**config.mk**
```make
export PLATFORM = sky130hd
export DESIGN_NAME = argmax_readout_flat
export DESIGN_NICKNAME = d
export VERILOG_FILES = /design/src/rtl/argmax_readout_if.sv /design/src/rtl/argmax_readout.sv /design/src/flat_wrapper.sv
export SDC_FILE = /design/constraint.sdc
export NUM_CORES = 1
export LEC_CHECK = 0
export BUFFER_PORTS_ARGS = -buffer_cell sky130_fd_sc_hd__buf_2
export CAP_MARGIN = 20
export CORE_ASPECT_RATIO = 1.25
export CORE_MARGIN = 3
export CORE_UTILIZATION = 57
export CTS_CLUSTER_SIZE = 25
export DETAILED_ROUTE_END_ITERATION = 10
export PLACE_DENSITY_LB_ADDON = 0.25
export SLEW_MARGIN = 30
export SYNTH_ARGS = -nofsm -noshare
export SYNTH_HDL_FRONTEND = slang
export SYNTH_HIERARCHICAL = 1
export SYNTH_SLANG_ARGS = --single-unit
```
**constraint.sdc**
```tcl
create_clock -name clk -period 2.74 [get_ports clk]
set_input_delay 0.411 -clock clk [delete_from_list [all_inputs] [get_ports clk]]
set_output_delay 0.411 -clock clk [all_outputs]
set_load 0.1 [all_outputs]
```
**src/rtl/argmax_readout_if.sv**
```systemverilog
// Score stream in, winning-class result out, plus the synchronous flush.
interface argmax_readout_if #(
  parameter int IDX_W = 4
);
  logic             flush;
  logic             in_valid;
  logic             in_ready;
  logic [15:0]      in_data;
  logic             out_valid;
  logic             out_ready;
  logic [IDX_W-1:0] out_idx;
  logic [15:0]      out_max;

  modport master (
    output flush, in_valid, in_data, out_ready,
    input  in_ready, out_valid, out_idx, out_max
  );

  modport slave (
    input  flush, in_valid, in_data, out_ready,
    output in_ready, out_valid, out_idx, out_max
  );
endinterface

```
**src/rtl/argmax_readout.sv**
```systemverilog
// Streaming winner-take-all: scans N_CLASSES scores per frame and holds
// the index and value of the first maximum until the consumer takes it.
module argmax_readout #(
  parameter int N_CLASSES = 10,
  parameter int IDX_W     = 4
) (
  input  logic             clk,
  input  logic             rst_n,
  argmax_readout_if.slave  bus
);
  localparam logic [IDX_W-1:0] LAST = IDX_W'(N_CLASSES - 1);

  typedef enum logic {SCAN = 1'b0, HOLD = 1'b1} state_t;

  state_t           r_state;
  logic [IDX_W-1:0] r_cnt;
  logic [IDX_W-1:0] r_idx;
  logic [15:0]      r_max;
  logic             r_out_valid;
  logic [IDX_W-1:0] r_out_idx;
  logic [15:0]      r_out_max;

  logic             w_gt;
  logic             w_accept;
  logic [15:0]      w_nmax;
  logic [IDX_W-1:0] w_nidx;

  comp_16bit u_comp (
    .a  (bus.in_data),
    .b  (r_max),
    .gt (w_gt)
  );

  assign bus.in_ready  = rst_n & (r_state == SCAN);
  assign bus.out_valid = r_out_valid;
  assign bus.out_idx   = r_out_idx;
  assign bus.out_max   = r_out_max;
  assign w_accept      = bus.in_valid & bus.in_ready;

  // Running maximum including the current beat; first beat loads unconditionally
  always_comb begin
    w_nmax = r_max;
    w_nidx = r_idx;
    if (r_cnt == '0) begin
      w_nmax = bus.in_data;
      w_nidx = '0;
    end else if (w_gt) begin
      w_nmax = bus.in_data;
      w_nidx = r_cnt;
    end
  end

  // Frame scan / result hold state machine with registered outputs
  always_ff @(posedge clk or negedge rst_n) begin
    if (!rst_n) begin
      r_state     <= SCAN;
      r_cnt       <= '0;
      r_idx       <= '0;
      r_max       <= '0;
      r_out_valid <= 1'b0;
      r_out_idx   <= '0;
      r_out_max   <= '0;
    end else if (bus.flush) begin
      r_state     <= SCAN;
      r_cnt       <= '0;
      r_idx       <= '0;
      r_max       <= '0;
      r_out_valid <= 1'b0;
      r_out_idx   <= '0;
      r_out_max   <= '0;
    end else begin
      case (r_state)
        SCAN: begin
          if (w_accept) begin
            r_max <= w_nmax;
            r_idx <= w_nidx;
            if (r_cnt == LAST) begin
              r_state     <= HOLD;
              r_cnt       <= '0;
              r_out_valid <= 1'b1;
              r_out_idx   <= w_nidx;
              r_out_max   <= w_nmax;
            end else begin
              r_cnt <= r_cnt + 1'b1;
            end
          end
        end
        HOLD: begin
          if (r_out_valid && bus.out_ready) begin
            r_out_valid <= 1'b0;
            r_state     <= SCAN;
          end
        end
        default: r_state <= SCAN;
      endcase
    end
  end
endmodule

// Unsigned 16-bit magnitude compare built from four 4-bit slices;
// slice results ripple from LSB to MSB so a higher equal slice defers down.
module comp_16bit (
  input  logic [15:0] a,
  input  logic [15:0] b,
  output logic        gt
);
  logic [3:0] w_sl_gt;
  logic [3:0] w_sl_eq;
  logic       w_acc;

  // Per-slice compare, then cascade: a higher slice overrides unless equal
  always_comb begin
    w_sl_gt = '0;
    w_sl_eq = '0;
    w_acc   = 1'b0;
    for (int unsigned s = 0; s < 4; s++) begin
      w_sl_gt[s] = a[s*4 +: 4] > b[s*4 +: 4];
      w_sl_eq[s] = a[s*4 +: 4] == b[s*4 +: 4];
    end
    for (int unsigned s = 0; s < 4; s++) begin
      w_acc = w_sl_gt[s] | (w_sl_eq[s] & w_acc);
    end
  end

  assign gt = w_acc;
endmodule
```
**src/flat_wrapper.sv**
```systemverilog
// flat-port wrapper written by rule: the top's interface ports become plain ports
module argmax_readout_flat 
#(
  parameter int N_CLASSES = 10,
  parameter int IDX_W     = 4
)
  (clk, rst_n, bus_flush, bus_in_valid, bus_in_data, bus_out_ready, bus_in_ready, bus_out_valid, bus_out_idx, bus_out_max);
  argmax_readout_if #(.IDX_W(IDX_W)) bus_i ();
  input  logic clk;
  input  logic rst_n;
  input wire logic [$bits(bus_i.flush)-1:0] bus_flush;
  input wire logic [$bits(bus_i.in_valid)-1:0] bus_in_valid;
  input wire logic [$bits(bus_i.in_data)-1:0] bus_in_data;
  input wire logic [$bits(bus_i.out_ready)-1:0] bus_out_ready;
  output wire logic [$bits(bus_i.in_ready)-1:0] bus_in_ready;
  output wire logic [$bits(bus_i.out_valid)-1:0] bus_out_valid;
  output wire logic [$bits(bus_i.out_idx)-1:0] bus_out_idx;
  output wire logic [$bits(bus_i.out_max)-1:0] bus_out_max;
  assign bus_i.flush = bus_flush;
  assign bus_i.in_valid = bus_in_valid;
  assign bus_i.in_data = bus_in_data;
  assign bus_i.out_ready = bus_out_ready;
  assign bus_in_ready = bus_i.in_ready;
  assign bus_out_valid = bus_i.out_valid;
  assign bus_out_idx = bus_i.out_idx;
  assign bus_out_max = bus_i.out_max;
  argmax_readout #(.N_CLASSES(N_CLASSES), .IDX_W(IDX_W)) u_core (.clk(clk), .rst_n(rst_n), .bus(bus_i));
endmodule
```
==> metrics.md <==
| Metric | Value |
|---|---|
| Status | complete, no violations |
| Root buf cell | clkbuf_8 |
| Crit-path cells | inv_1 > ha_1 > nand4_1 > a41oi_1 > a221oi_1 > o22ai_1 > clkinv_1 > a21oi_4 > buf_12 > mux2i_1 |
| Via count | 2405 |
| RR Startpoint | u_core/r_max[7] |
| Crit Path Max Fanout | 14 |
| PD cells | roughly 440 nW/um2 |
| Hpwl dp | 4480 um |
| Die area | approximately 5800 um2 |
| # IOs | 43 |
| Clk_lat worst skew | roughly 310 ps |
| Crit start category | flop |
| Tmin final | about 2400 ps |
| Cells after synthesis | ~300 |
| Crit end category | flop |
| First-pass GRT wire length | 10700 um |
| Syn_nets | between 300 and 400 |
| Longest Clk Path Bufs | 2 |
| Worst Path Arrival | roughly 2600 ps |
| R2R Path End | u_core/r_max[12] |
| Pre-antenna DRT Iters | 5 |
| Seq/Total Area, Yosys | 0.411 |
| VDD IR max | 0.369 mV |
| Setup Skew | about 12 ps |
| Slew margin rel. | 0.385 |
| Period utilization | 0.880 |
| Max cap viols | 0 |
| Fin nets | around 380 |
| Yosys cell types | 34 |
| Maximum operating frequency | 415 MHz |
| Hold slack | 329 ps |
| Leakage Power | ~1.4 nW |
| Initial antenna violation count | 0 |
| Reg clk slew, reported paths | approximately 80 ps |
| Drt initial violations | ~220 |
| Unrepaired setup endpoints after global routing | false |
| Hold Crit Class | in2reg |
| Final hold vios | 0 |
| YS warnings | 6 |
| CTS tree | built |
| Port-buffer cells | 42 |
| Final Max Slew Viols | 0 |
| Worst reg-to-reg path cell count | 10 |
| Worst slew pin tran | slightly above 900 ps |
| Setup violators final | 0 |
| Post-Route WL | about 6600 um |
| Post-DP Area | 3090 um2 |
| Chip Width | roughly 70 um |
| Mapped cell area | between 2000 and 3000 um2 |
| Residual DRC | 0 |
| GRT overflow | 0 |
| Core Area | around 4600 um2 |
| Worst Path Required | roughly 3000 ps |
| Number of synthesized register bits | between 40 and 50 |
| Synth Area per Inst | 9.28 um2 |
| Hold endpoint | u_core/bus.out_valid |
| Detail Route Antenna Nets | 0 |
| Crit-path max cell delay | about 380 ps |
| Global Route Usage Sum | 0.241 |
| CTS Sinks | 46 |
| CP max-delay cell | dfrtp_1 |
| WL per Instance | 16.4 um |
| Flop-to-flop setup slack | 330 ps |
| CP Buf/Inv Count | 3 |
| Hold path cells | 2 |
| Post-synth EDFFs | 0 |
| Hold path start | bus_out_ready |
| Layout cell share with drive strength beyond 1 | 0.195 |
| Async S/R FF share, synth | 1.00 |
| Chip height | about 84 um |
| Ant diodes | 0 |
| Via density | about 6.0 |
| H-tree levels | 2 |
| Initial Utilization | 0.615 |
| # fillers | around 380 |
| Layout Utilization | 0.699 |
| Final TNS setup | 0 ps |
| Vias in the first global route | 2258 |
| Largest net degree at the start of global routing | 63 |
| Area growth from synthesis to final layout | 13.7% |
| CTS buffer count | 5 |
| Row count | 27 |
| WS Path Type | reg2reg |
| Most used DFF post-synth | dfrtp_1 |
| Power Total | ~1.4 mW |
| Placer Congestion | just over 0.8 |
| Final instance area | roughly 3200 um2 |
| Top delay family on crit path | compound AO/OA/AOI/OAI gates |
[stage by stage]
stage                     cells  setup slack [ps]
after floorplan             302               508
after global placement      393               409
after detailed placement    393               248
after CTS                   402               335
after global routing        402               179
final                       402               328
[per-layer routing]
metal,routed length [um],track usage
met5,0,0
met3,334,0.0442
met1,2840,0.320
met4,88,0.0674
met2,3340,0.396
[state kept, by name, summed over array words and instances, names as in the netlist]
| name | cells |
|---|---|
| u_core/r_cnt | 4 |
| u_core/bus.out_max | 16 |
| u_core/r_max | 16 |
| u_core/bus.out_idx | 4 |
| u_core/r_state | 1 |
| u_core/r_idx | 4 |
| u_core/bus.out_valid | 1 |
[worst max path at each step]
stage,startpoint,endpoint,slack (ps),depth (start not counted)
6_report,u_core/r_max[7],u_core/r_max[12],330,10
2_1_floorplan,bus_in_data[7],u_core/r_max[0],510,9
3_3_place_gp,bus_in_data[7],u_core/bus.out_idx[0],410,10
5_1_grt,u_core/r_max[7],u_core/r_max[4],180,10
3_5_place_dp,bus_in_data[7],u_core/r_max[4],250,10
4_1_cts,u_core/r_max[7],u_core/r_max[4],330,10
[layout by cell type, fill, tap and decap left out, types with 2 or more instances in the layout]
| cell | instances |
|---|---|
| nand4_1 | 7 |
| and3b_1 | 2 |
| mux2i_1 | 16 |
| nand3_1 | 23 |
| ha_1 | 19 |
| nor2b_1 | 2 |
| buf_2 | 42 |
| nand3b_1 | 2 |
| o21ai_0 | 25 |
| nand2b_1 | 33 |
| a21oi_1 | 34 |
| buf_4 | 11 |
| dfrtp_1 | 46 |
| a311oi_1 | 17 |
| mux2_2 | 4 |
| nand2_1 | 12 |
| nor2_1 | 2 |
| inv_1 | 23 |
| clkbuf_8 | 6 |
[worst reg2reg max path: stages, from the launching register on]
cell and delay [ps]:
dfrtp_1 380, inv_1 50, ha_1 310, nand4_1 120, a41oi_1 190, a221oi_1 120, o22ai_1 280, clkinv_1 230
a21oi_4 240, buf_12 190, mux2i_1 210
[power by group]
group          total [mW]  internal [mW]  switching (mW)
clock network       0.432          0.204           0.228
registers           0.706          0.692          0.0132
logic               0.259         0.0966           0.162
total                1.40          0.993           0.404
[synthesized netlist by cell type, drive strengths merged, types with 2 or more instances]
master,instances,share of area
buf,3,0.013
ha,19,0.085
nor2b,2,0.0045
a311oi,17,0.053
nand2b,33,0.074
o21ai,26,0.046
a21oi,36,0.070
nand3,23,0.041
and3b,2,0.0062
mux2,4,0.016
nor2,2,0.0027
nand2,12,0.016
mux2i,16,0.057
nand4,7,0.016
clkbuf,18,0.024
nand3b,2,0.0054
inv,23,0.031
dfrtp,46,0.41
[cell families after synthesis]
family,share of synthesized area
and+or+nand+nor,0.177
AOI/OAI and AO/OA,0.186
DFF,0.411
buffers and inverters,0.0692
muxes,0.0732
adders and majority gates,0.0848
[area by class of cell]
type                       instances  area (um2)  share of cell area
clock buffer                       7        86.3              0.0271
clock inverter                     1        5.00             0.00157
inverter                          24        90.1              0.0283
multi-input combinational        211        1460               0.458
sequential                        46        1150               0.361
tap                               58        72.6              0.0228
timing repair buffer              55         323               0.101
[timing repair]
action                    CTS  global route
resized for setup           0             0
buffers inserted            0             0
hold endpoints to repair    6             0
hold buffers                1             0
(Power assumes the default switching activity.)
